`src/rtl/usb_tx_encoder.sv`:
```
// USB full-speed transmit encoder: SYNC, LSB-first data, bit stuffing, NRZI, EOP.
// Optional byte counter output enabled by defining USB_TX_BYTE_COUNT_EN.
module usb_tx_encoder #(
  parameter int CLKS_PER_BIT = 8
) (
  input  logic       clk,
  input  logic       n_rst,
  input  logic [7:0] tx_data,
  input  logic       tx_last,
  input  logic       tx_data_valid,
  output logic       tx_data_ready,
  output logic       d_plus,
  output logic       d_minus,
  output logic       tx_busy,
  output logic       tx_done,
  output logic       tx_underrun
`ifdef USB_TX_BYTE_COUNT_EN
  ,
  output logic [7:0] tx_byte_cnt
`endif
);

  localparam int CW = (CLKS_PER_BIT > 2) ? $clog2(CLKS_PER_BIT) : 1;
  localparam logic [CW-1:0] CYC_LAST = CW'(CLKS_PER_BIT - 1);

  typedef enum logic [2:0] {
    S_IDLE,
    S_SYNC,
    S_DATA,
    S_EOP_SE0,
    S_EOP_J
  } state_e;

  state_e        state_q, state_d;
  logic [CW-1:0] cyc_q, cyc_d;
  logic [2:0]    bit_q, bit_d;        // raw bit index, or SE0 period index in EOP
  logic [7:0]    sr_q, sr_d;
  logic          last_q, last_d;
  logic [7:0]    hold_q, hold_d;
  logic          hold_last_q, hold_last_d;
  logic          hold_vld_q, hold_vld_d;
  logic          level_q, level_d;
  logic [2:0]    ones_q, ones_d;
  logic          stuff_q, stuff_d;    // current period carries a stuffed 0
  logic          urun_q, urun_d;      // packet truncated, go to EOP at byte end
  logic          done_q, done_d;
  logic          urun_p_q, urun_p_d;
`ifdef USB_TX_BYTE_COUNT_EN
  logic [7:0]    cnt_q, cnt_d;
`endif

  logic       period_end;
  logic       xfer;
  logic       launch;
  logic       lbit;
  logic       urun_now;
  logic [7:0] nb;
  logic       nb_last;

  always_ff @(posedge clk or negedge n_rst) begin
    if (!n_rst) begin
      state_q     <= S_IDLE;
      cyc_q       <= '0;
      bit_q       <= '0;
      sr_q        <= '0;
      last_q      <= 1'b0;
      hold_q      <= '0;
      hold_last_q <= 1'b0;
      hold_vld_q  <= 1'b0;
      level_q     <= 1'b1;
      ones_q      <= '0;
      stuff_q     <= 1'b0;
      urun_q      <= 1'b0;
      done_q      <= 1'b0;
      urun_p_q    <= 1'b0;
`ifdef USB_TX_BYTE_COUNT_EN
      cnt_q       <= '0;
`endif
    end else begin
      state_q     <= state_d;
      cyc_q       <= cyc_d;
      bit_q       <= bit_d;
      sr_q        <= sr_d;
      last_q      <= last_d;
      hold_q      <= hold_d;
      hold_last_q <= hold_last_d;
      hold_vld_q  <= hold_vld_d;
      level_q     <= level_d;
      ones_q      <= ones_d;
      stuff_q     <= stuff_d;
      urun_q      <= urun_d;
      done_q      <= done_d;
      urun_p_q    <= urun_p_d;
`ifdef USB_TX_BYTE_COUNT_EN
      cnt_q       <= cnt_d;
`endif
    end
  end

  // All line changes are decided on the edge that starts a bit period.
  always_comb begin
    state_d     = state_q;
    cyc_d       = cyc_q;
    bit_d       = bit_q;
    sr_d        = sr_q;
    last_d      = last_q;
    hold_d      = hold_q;
    hold_last_d = hold_last_q;
    hold_vld_d  = hold_vld_q;
    level_d     = level_q;
    ones_d      = ones_q;
    stuff_d     = stuff_q;
    urun_d      = urun_q;
    done_d      = 1'b0;
    urun_p_d    = 1'b0;
`ifdef USB_TX_BYTE_COUNT_EN
    cnt_d       = cnt_q;
`endif
    launch      = 1'b0;
    lbit        = 1'b0;
    urun_now    = 1'b0;
    nb          = hold_vld_q ? hold_q : tx_data;
    nb_last     = hold_vld_q ? hold_last_q : tx_last;
    period_end  = (cyc_q == CYC_LAST);
    xfer        = tx_data_valid && tx_data_ready;

    if (xfer && state_q != S_IDLE) begin
      hold_d      = tx_data;
      hold_last_d = tx_last;
      hold_vld_d  = 1'b1;
    end
    if (state_q != S_IDLE)
      cyc_d = period_end ? '0 : cyc_q + 1'b1;

    case (state_q)
      S_IDLE: begin
        if (tx_data_valid) begin
          state_d    = S_SYNC;
          sr_d       = tx_data;
          last_d     = tx_last;
          bit_d      = '0;
          cyc_d      = '0;
          stuff_d    = 1'b0;
          urun_d     = 1'b0;
          hold_vld_d = 1'b0;
`ifdef USB_TX_BYTE_COUNT_EN
          cnt_d      = '0;
`endif
          launch     = 1'b1;
          lbit       = 1'b0;
        end
      end
      S_SYNC, S_DATA: begin
        if (period_end) begin
          if (!stuff_q && bit_q == 3'd7 && state_q == S_DATA) begin
`ifdef USB_TX_BYTE_COUNT_EN
            if (cnt_q != 8'hFF) cnt_d = cnt_q + 8'd1;
`endif
            if (!last_q && !hold_vld_q && !xfer) begin
              urun_now = 1'b1;
              urun_d   = 1'b1;
              urun_p_d = 1'b1;
            end
          end
          if (!stuff_q && ones_q == 3'd6) begin
            stuff_d = 1'b1;
            launch  = 1'b1;
            lbit    = 1'b0;
          end else begin
            stuff_d = 1'b0;
            if (bit_q != 3'd7) begin
              bit_d  = bit_q + 3'd1;
              launch = 1'b1;
              lbit   = (state_q == S_SYNC) ? (bit_q == 3'd6) : sr_q[bit_q + 3'd1];
            end else if (state_q == S_SYNC) begin
              state_d = S_DATA;
              bit_d   = '0;
              launch  = 1'b1;
              lbit    = sr_q[0];
            end else if (last_q || urun_q || urun_now) begin
              state_d = S_EOP_SE0;
              bit_d   = '0;
            end else begin
              // next byte comes from the holding register or this edge's transfer
              sr_d       = nb;
              last_d     = nb_last;
              hold_vld_d = 1'b0;
              bit_d      = '0;
              launch     = 1'b1;
              lbit       = nb[0];
            end
          end
        end
      end
      S_EOP_SE0: begin
        if (period_end) begin
          if (bit_q == 3'd1) begin
            state_d = S_EOP_J;
            bit_d   = '0;
          end else begin
            bit_d = bit_q + 3'd1;
          end
        end
      end
      S_EOP_J: begin
        if (period_end) begin
          state_d    = S_IDLE;
          done_d     = 1'b1;
          level_d    = 1'b1;
          ones_d     = '0;
          stuff_d    = 1'b0;
          urun_d     = 1'b0;
          hold_vld_d = 1'b0;
          bit_d      = '0;
        end
      end
      default: state_d = S_IDLE;
    endcase

    // NRZI: a 0 toggles the line, a 1 holds it and extends the run of ones
    if (launch) begin
      level_d = lbit ? level_q : ~level_q;
      ones_d  = lbit ? ones_q + 3'd1 : 3'd0;
    end
  end

  always_comb begin
    tx_busy       = (state_q != S_IDLE);
    tx_data_ready = (state_q == S_IDLE) ||
                    ((state_q == S_SYNC || state_q == S_DATA) && bit_q == 3'd7 &&
                     !stuff_q && !last_q && !hold_vld_q);
    d_plus        = 1'b1;
    d_minus       = 1'b0;
    case (state_q)
      S_SYNC, S_DATA: begin
        d_plus  = level_q;
        d_minus = ~level_q;
      end
      S_EOP_SE0: begin
        d_plus  = 1'b0;
        d_minus = 1'b0;
      end
      default: begin
        d_plus  = 1'b1;
        d_minus = 1'b0;
      end
    endcase
    tx_done     = done_q;
    tx_underrun = urun_p_q;
`ifdef USB_TX_BYTE_COUNT_EN
    tx_byte_cnt = cnt_q;
`endif
  end

endmodule

```
`config.mk`:
```
export PLATFORM = sky130hd
export DESIGN_NAME = usb_tx_encoder
export DESIGN_NICKNAME = d
export VERILOG_FILES = /design/src/rtl/usb_tx_encoder.sv
export SDC_FILE = /design/constraint.sdc
export NUM_CORES = 1
export LEC_CHECK = 0
export CAP_MARGIN = 20
export CORE_ASPECT_RATIO = 0.6
export CORE_UTILIZATION = 40
export DETAILED_ROUTE_END_ITERATION = 6
export HOLD_SLACK_MARGIN = 0.06
export PLACE_DENSITY = 0.64
export SYNTH_ARGS = -nofsm -noshare
export SYNTH_HDL_FRONTEND = slang
export SYNTH_SLANG_ARGS = --single-unit
```
`constraint.sdc`:
```
create_clock -name clk -period 6.3 [get_ports clk]
set_input_delay 0.63 -clock clk [delete_from_list [all_inputs] [get_ports clk]]
set_output_delay 0.63 -clock clk [all_outputs]
set_load 0.01 [all_outputs]
```
After elaboration in Yosys (flattened, before gate mapping)
Cells that the tools add are included.
{"block": "word_totals", "wordCells": 164, "in_bits": 12, "reg_bits": 36, "out_inout_bits": 6}
{"block": "op_classes", "bitwise_logic": 1, "mux": 88, "n_addsub": 3, "n_lt_le_gt_ge": 1, "eq_ne": 23, "reduce_logical": 34}
{"operator": "$mux W3", "n": 22}
{"operator": "$mux W8", "n": 7}
{"operator": "$mux W1", "n": 49}
{"operator": "$ne A2 B2 Y1 const B", "n": 12}
{"operator": "$pmux W3 S4", "n": 2}
{"operator": "$pmux W8 S2", "n": 1}
{"operator": "$eq A3 B3 Y1 const B", "n": 5}
{"operator": "$reduce_and A6 Y1", "n": 2}
{"operator": "$logic_and A1 B1 Y1", "n": 11}
{"operator": "$add A3 B1 Y3 const B", "n": 3}
{"operator": "$pmux W1 S3", "n": 3}
{"operator": "$reduce_and A8 Y1", "n": 1}
{"operator": "$reduce_and A7 Y1", "n": 1}
{"operator": "$eq A3 B1 Y1 const B", "n": 2}
{"operator": "$eq A3 B2 Y1 const B", "n": 2}
{"operator": "$ne A3 B3 Y1 const B", "n": 2}
{"operator": "$pmux W1 S2", "n": 3}
{"operator": "$reduce_bool A2 Y1", "n": 3}
{"operator": "$reduce_bool A3 Y1", "n": 2}
{"operator": "$logic_not A1 Y1", "n": 4}
{"operator": "$logic_or A1 B1 Y1", "n": 4}
{"operator": "$lt A3 B4 Y1 const B", "n": 1}
{"operator": "$reduce_and A4 Y1", "n": 1}
{"operator": "$reduce_bool A4 Y1", "n": 1}
{"operator": "6 further kinds", "n": 6}

Longest topological paths before layout
{"block": "depth", "word_depth": 23, "depth_mapped": 8, "ltp_nobuf": 7}

Worst setup path before layout
No wires, ideal clock.
{"block": "synth_timing", "path_kind": "flip-flop to flip-flop", "startpoint": "reg bit_q[1]", "endpoint": "reg sr_q[5]", "arrival_time_ps": 2225, "synth_period_minus_slack_ps": 2298, "setup_time_ps": 73, "stages_incl_launch_ff": 9, "slack_ps": 4002, "required_time_ps": 6227, "n_path_buf": 1, "path_cell_list": "dfrtp_1 ha_1 ha_1 nor4b_4 a2111o_1 a2111oi_4 buf_6 nor2_2 a21oi_2"}
{"block": "synth_between", "elab_chain_cells": 16, "word_cells_on_any_way": 20, "cone_classes": "eq/ne: 4; mux: 4; reduce/logical: 12"}
{"element": "from (decl)", "line": "36", "rtl": "logic [2:0] bit_q, bit_d;"}
{"element": "from (signal assigned)", "line": "82", "rtl": "bit_q <= bit_d;"}
{"element": "$eq A3 B3 Y1", "line": "155, 230"}
{"element": "$logic_and A1 B1 Y1 (2 in series)", "line": "230", "rtl": "((state_q == S_SYNC || state_q == S_DATA) && bit_q == 3'd7 &&"}
{"element": "$logic_and A1 B1 Y1 (2 in series)", "line": "231", "rtl": "!stuff_q && !last_q && !hold_vld_q);"}
{"element": "$logic_or A1 B1 Y1", "line": "229", "rtl": "tx_data_ready = (state_q == S_IDLE) ||"}
{"element": "$logic_and A1 B1 Y1", "line": "125", "rtl": "xfer = tx_data_valid && tx_data_ready;"}
{"element": "$logic_not A1 Y1", "line": "159", "rtl": "if (!last_q && !hold_vld_q && !xfer) begin"}
{"element": "$logic_and A1 B1 Y1", "line": "159"}
{"element": "$mux W1", "line": "159"}
{"element": "$mux W1", "line": "155", "rtl": "if (!stuff_q && bit_q == 3'd7 && state_q == S_DATA) begin"}
{"element": "$mux W1", "line": "154", "rtl": "if (period_end) begin"}
{"element": "$mux W1", "line": "135", "rtl": "case (state_q)"}
{"element": "$logic_or A1 B1 Y1", "line": "180", "rtl": "end else if (last_q || urun_q || urun_now) begin"}
{"element": "$ne A2 B2 Y1 (no source line)"}
{"element": "$reduce_and A7 Y1 (no source line) (*)"}
{"element": "to (signal assigned)", "line": "83", "rtl": "sr_q <= sr_d;"}
{"element": "to (decl)", "line": "37", "rtl": "logic [7:0] sr_q, sr_d;"}
Every way passes the cells marked *; elsewhere a longest branch is shown, timed or not. The select of a mux whose other input is x is not followed.
A chain may end at the register's enable or synchronous reset.

Final worst setup path
{"block": "layout_timing", "startpoint": "reg state_q[1]", "endpoint": "out tx_data_ready"}
{"block": "layout_between", "elab_chain_cells": 7, "word_cells_on_any_way": 9, "cone_classes": "eq/ne: 2; reduce/logical: 7"}
{"element": "from (decl)", "line": "34", "rtl": "state_e state_q, state_d;"}
{"element": "from (signal assigned)", "line": "80", "rtl": "state_q <= state_d;"}
{"element": "$eq A3 B1 Y1 / $eq A3 B2 Y1 (equally long branches)", "line": "230"}
{"element": "$logic_or A1 B1 Y1", "line": "230"}
{"element": "$logic_and A1 B1 Y1 (2 in series)", "line": "230"}
{"element": "$logic_and A1 B1 Y1 (2 in series)", "line": "231"}
{"element": "$logic_or A1 B1 Y1 (*)", "line": "229"}
{"element": "to (decl)", "line": "11", "rtl": "output logic tx_data_ready,"}
Every way passes the cells marked *; elsewhere a longest branch is shown, timed or not.

==> impl_results.md <==
* Portion of total power attributed to the clock network at 21.0%
* Placed wire-length estimate after detailed placement at 3095 um
* Internal power component at 0.5989 mW
* Post-Syn Instances at 211
* #FFs+latches synth at 36
* Number of design-rule violations left by the first detailed-router iteration at 103
* Type of element capturing the critical path: output port
* Synthesized Nets at 231
* Reg power frac at 40.6%
* Wirelength, routed at 4313 um
* Min Tclk post-route at 3.299 ns
* Via count of the routed design at 1562
* Nature of the critical path startpoint: register
* Sink Count at 36
* Switching share of power at 37.72%
* Growth of design area from synthesis to finish at 9.994%
* Per-instance average area after synthesis at 10.44 um^2
* Count of pins on the block boundary at 18
* Peak supply drop at 0.1453 mV
* Standard-cell row count at 20
* Clock skew after layout at 0.003552 ns
* Initial Utilization at 42.54%
* List of cells traversed by the critical path: nand2b_1 > a21oi_1 > nand2_1 > nand2_1 > clkdlybuf4s50_1
* Hold violation total from the final report at 0
* Detail-routed net length per standard cell at 14.87 um
* Count of flip-flops with a built-in enable after synthesis at 0
* Count of endpoints failing setup in the final report at 0
* Antenna Nets Post-Route at 0
* Area taken by flip-flops and latches at 902.1 um^2
* GR Overflow Total at 0
* Share of cells above drive strength 1 at 12.95%
* Hold WC Path Type: in -> async
* Maximum Capacitance Violations at 0
* DIE AREA at 0.005819 mm^2
* Fill cell count at 487
* Post-route setup TNS at 0 ns
* RSZ-0062 raised after global routing: no
* Gates resized, CTS repair at 0
* Die outline height at 59.49 um
* Clock tree from TritonCTS: yes
* Setup bufs post-CTS at 0
* Cell count after placement at 282
* Number of buffers on the longest clock path at 2
* Count of buffers inserted at the top-level ports at 17
* Clock Tree Root: sky130_fd_sc_hd__clkbuf_8
* Chip Width at 97.82 um
* CTS buffer count at 5
* Number of buffers added to fix hold violations after cts at 0
* Top FF cell, synth: sky130_fd_sc_hd__dfrtp_1
* Sequential share of the synthesized area at 40.94%
* Clock latency of the later-clocked register in the worst-skew pair at 0.29 ns
* Critical path peak fanout at 19
* Distinct cell type count after synthesis at 51
* Max Slew Vio Count at 0
* Pwr Density at 396.8 mW/mm^2
* Cell area after synthesis at 0.002203 mm^2
* Post-route DRC at 0
* Most common cell after layout, fill and taps aside: sky130_fd_sc_hd__dfrtp_1
* Non-filler instance count after layout at 290
* Initial antenna violation count at 0
* Inserted Diodes at 0
* Fin crit share at 52.37%
* Length of the first detailed-routing pass in iterations at 4
* Data arrival time of the critical path at 2.67 ns
* Floorplan core area at 0.005180 mm^2
* NumNets Final at 243
* Syn. warnings at 0
* Post-CTS clock slew at the launch and capture registers of the worst setup and hold paths at 0.07 ns
* CP peak stage delay at 0.78 ns
* Commonest cells after routing, fill and taps aside: 35 x sky130_fd_sc_hd__dfrtp_1, 17 x sky130_fd_sc_hd__nand2_1, 16 x sky130_fd_sc_hd__nor2_1, 16 x sky130_fd_sc_hd__clkdlybuf4s50_1, 15 x sky130_fd_sc_hd__a21oi_1
* Slowest cell on the critical path: sky130_fd_sc_hd__dfrtp_1
* H-tree depth at 2
* Via count normalized by instance count at 5.386
* Global Route Usage Sum at 16.52%
* Combinational Power Share at 38.3%
* Via count of the first global-routing pass at 1431
* Proportion of register bits with asynchronous set or reset after synthesis at 100.0%
* Multi-input combinational cell area at 0.001132 mm^2
* First-pass GRT wire length at 7307 um
* Most common cell type on the critical path: sky130_fd_sc_hd__nand2_1
* Max Freq at 303.1 MHz
* Final Wtd Congestion at 0.8674
* Largest net degree at the start of global routing at 37
* P_sw at 0.3627 mW
* Transition time of the tightest slew-check pin at 0.9284 ns
* Critical Setup Path Class: reg -> out
* Normalized max-slew margin at 38.11%
* Static leakage at 1.031 nW
* Outcome: finished clean
* Worst endpoint required time at 5.67 ns
final timing paths:
check	from	to	slack, ns	cells after the start
setup / recovery	state_q[1]	tx_data_ready	3.00	5
hold / removal	n_rst	tx_underrun	0.43	1
setup reg to reg	bit_q[0]	sr_q[2]	3.44	7
hold reg to reg	ones_q[0]	ones_q[0]	0.50	1
max in group asynchronous	n_rst	bit_q[0]	5.35	1
min in group clk	ones_q[0]	ones_q[0]	0.50	1
per-stage QoR:
stage / instance area (um^2) / util [%] / hold slack, ns / power, mW / setup WS (ns)
floorplan: 2203 / - / 0.3344 / 0.6746 / 4.002
global placement: 2316 / 44.71 / 0.4888 / 0.7501 / 3.264
detailed placement: 2316 / 44.71 / 0.4881 / 0.7588 / 3.152
CTS: 2424 / 46.79 / 0.4665 / 0.9657 / 3.027
global route: 2424 / 46.79 / 0.4880 / 1.040 / 2.861
finish: 2424 / 46.79 / 0.4333 / 0.9616 / 3.001
sequential cells by signal, indices dropped and copies added, names as in the netlist, 3 cells and up:
signal	flops
bit_q	3
cyc_q	3
hold_q	8
ones_q	3
sr_q	8
state_q	3
Yosys cell counts (all sizes together), types with 3 or more instances:
cell / n / area, um^2
nand3b: 6 / 45.04
a2111oi: 3 / 45.05
nor2: 18 / 72.57
ha: 8 / 100.1
a21oi: 16 / 83.83
clkbuf: 7 / 67.56
nand2: 17 / 63.81
o31ai: 4 / 30.03
nand2b: 6 / 37.54
a21o: 3 / 22.52
o21ai: 11 / 55.05
buf: 4 / 35.03
nor3: 6 / 30.03
dfrtp: 35 / 875.8
mux2i: 14 / 140.1
mux2: 10 / 112.6
inv: 9 / 33.78
area by class of cell:
class	count	share of cell area (%)
multi-input combinational	154	46.72
sequential	36	37.22
timing repair buffer	17	6.815
tap	66	3.407
clock buffer	6	2.994
clock inverter	2	1.446
inverter	9	1.394
power by group through the flow:
stage          logic [mW]  clock network (mW)  registers (mW)
2_1_floorplan       0.328                   0           0.346
3_3_place_gp        0.357                   0           0.393
3_5_place_dp        0.366                   0           0.393
4_1_cts             0.366               0.209           0.390
5_1_grt             0.416               0.220           0.404
6_report            0.368               0.202           0.391
metal layers:
layer / vias up / part of all wire [%] / global-route usage (%)
li1: 780 / - / -
met1: 731 / 54 / 25.85
met2: 46 / 39 / 21.78
met3: 5 / 5.6 / 4.127
met4: 0 / 0.81 / 4.762
met5: - / 0 / 0
worst max-delay path: cells and delay by family, from the launching register on:
kind                   cells  cell delay (ns)
buffers and inverters      1             0.53
flip-flops                 1             0.78
AO/OA/AOI/OAI              1             0.54
AND/OR/NAND/NOR            3             0.54
logic make-up (layout without fill, tap and decap cells):
logic type,Yosys count,count (layout),synth area share (%)
AOI/OAI and AO/OA,53,53,16.87
adders and majority gates,8,8,4.543
buffers and inverters,21,34,7.666
DFF,36,36,40.94
muxes,25,25,12.49
and+or+nand+nor,68,68,17.49
No activity file was read; power rests on OpenSTA's default activity.
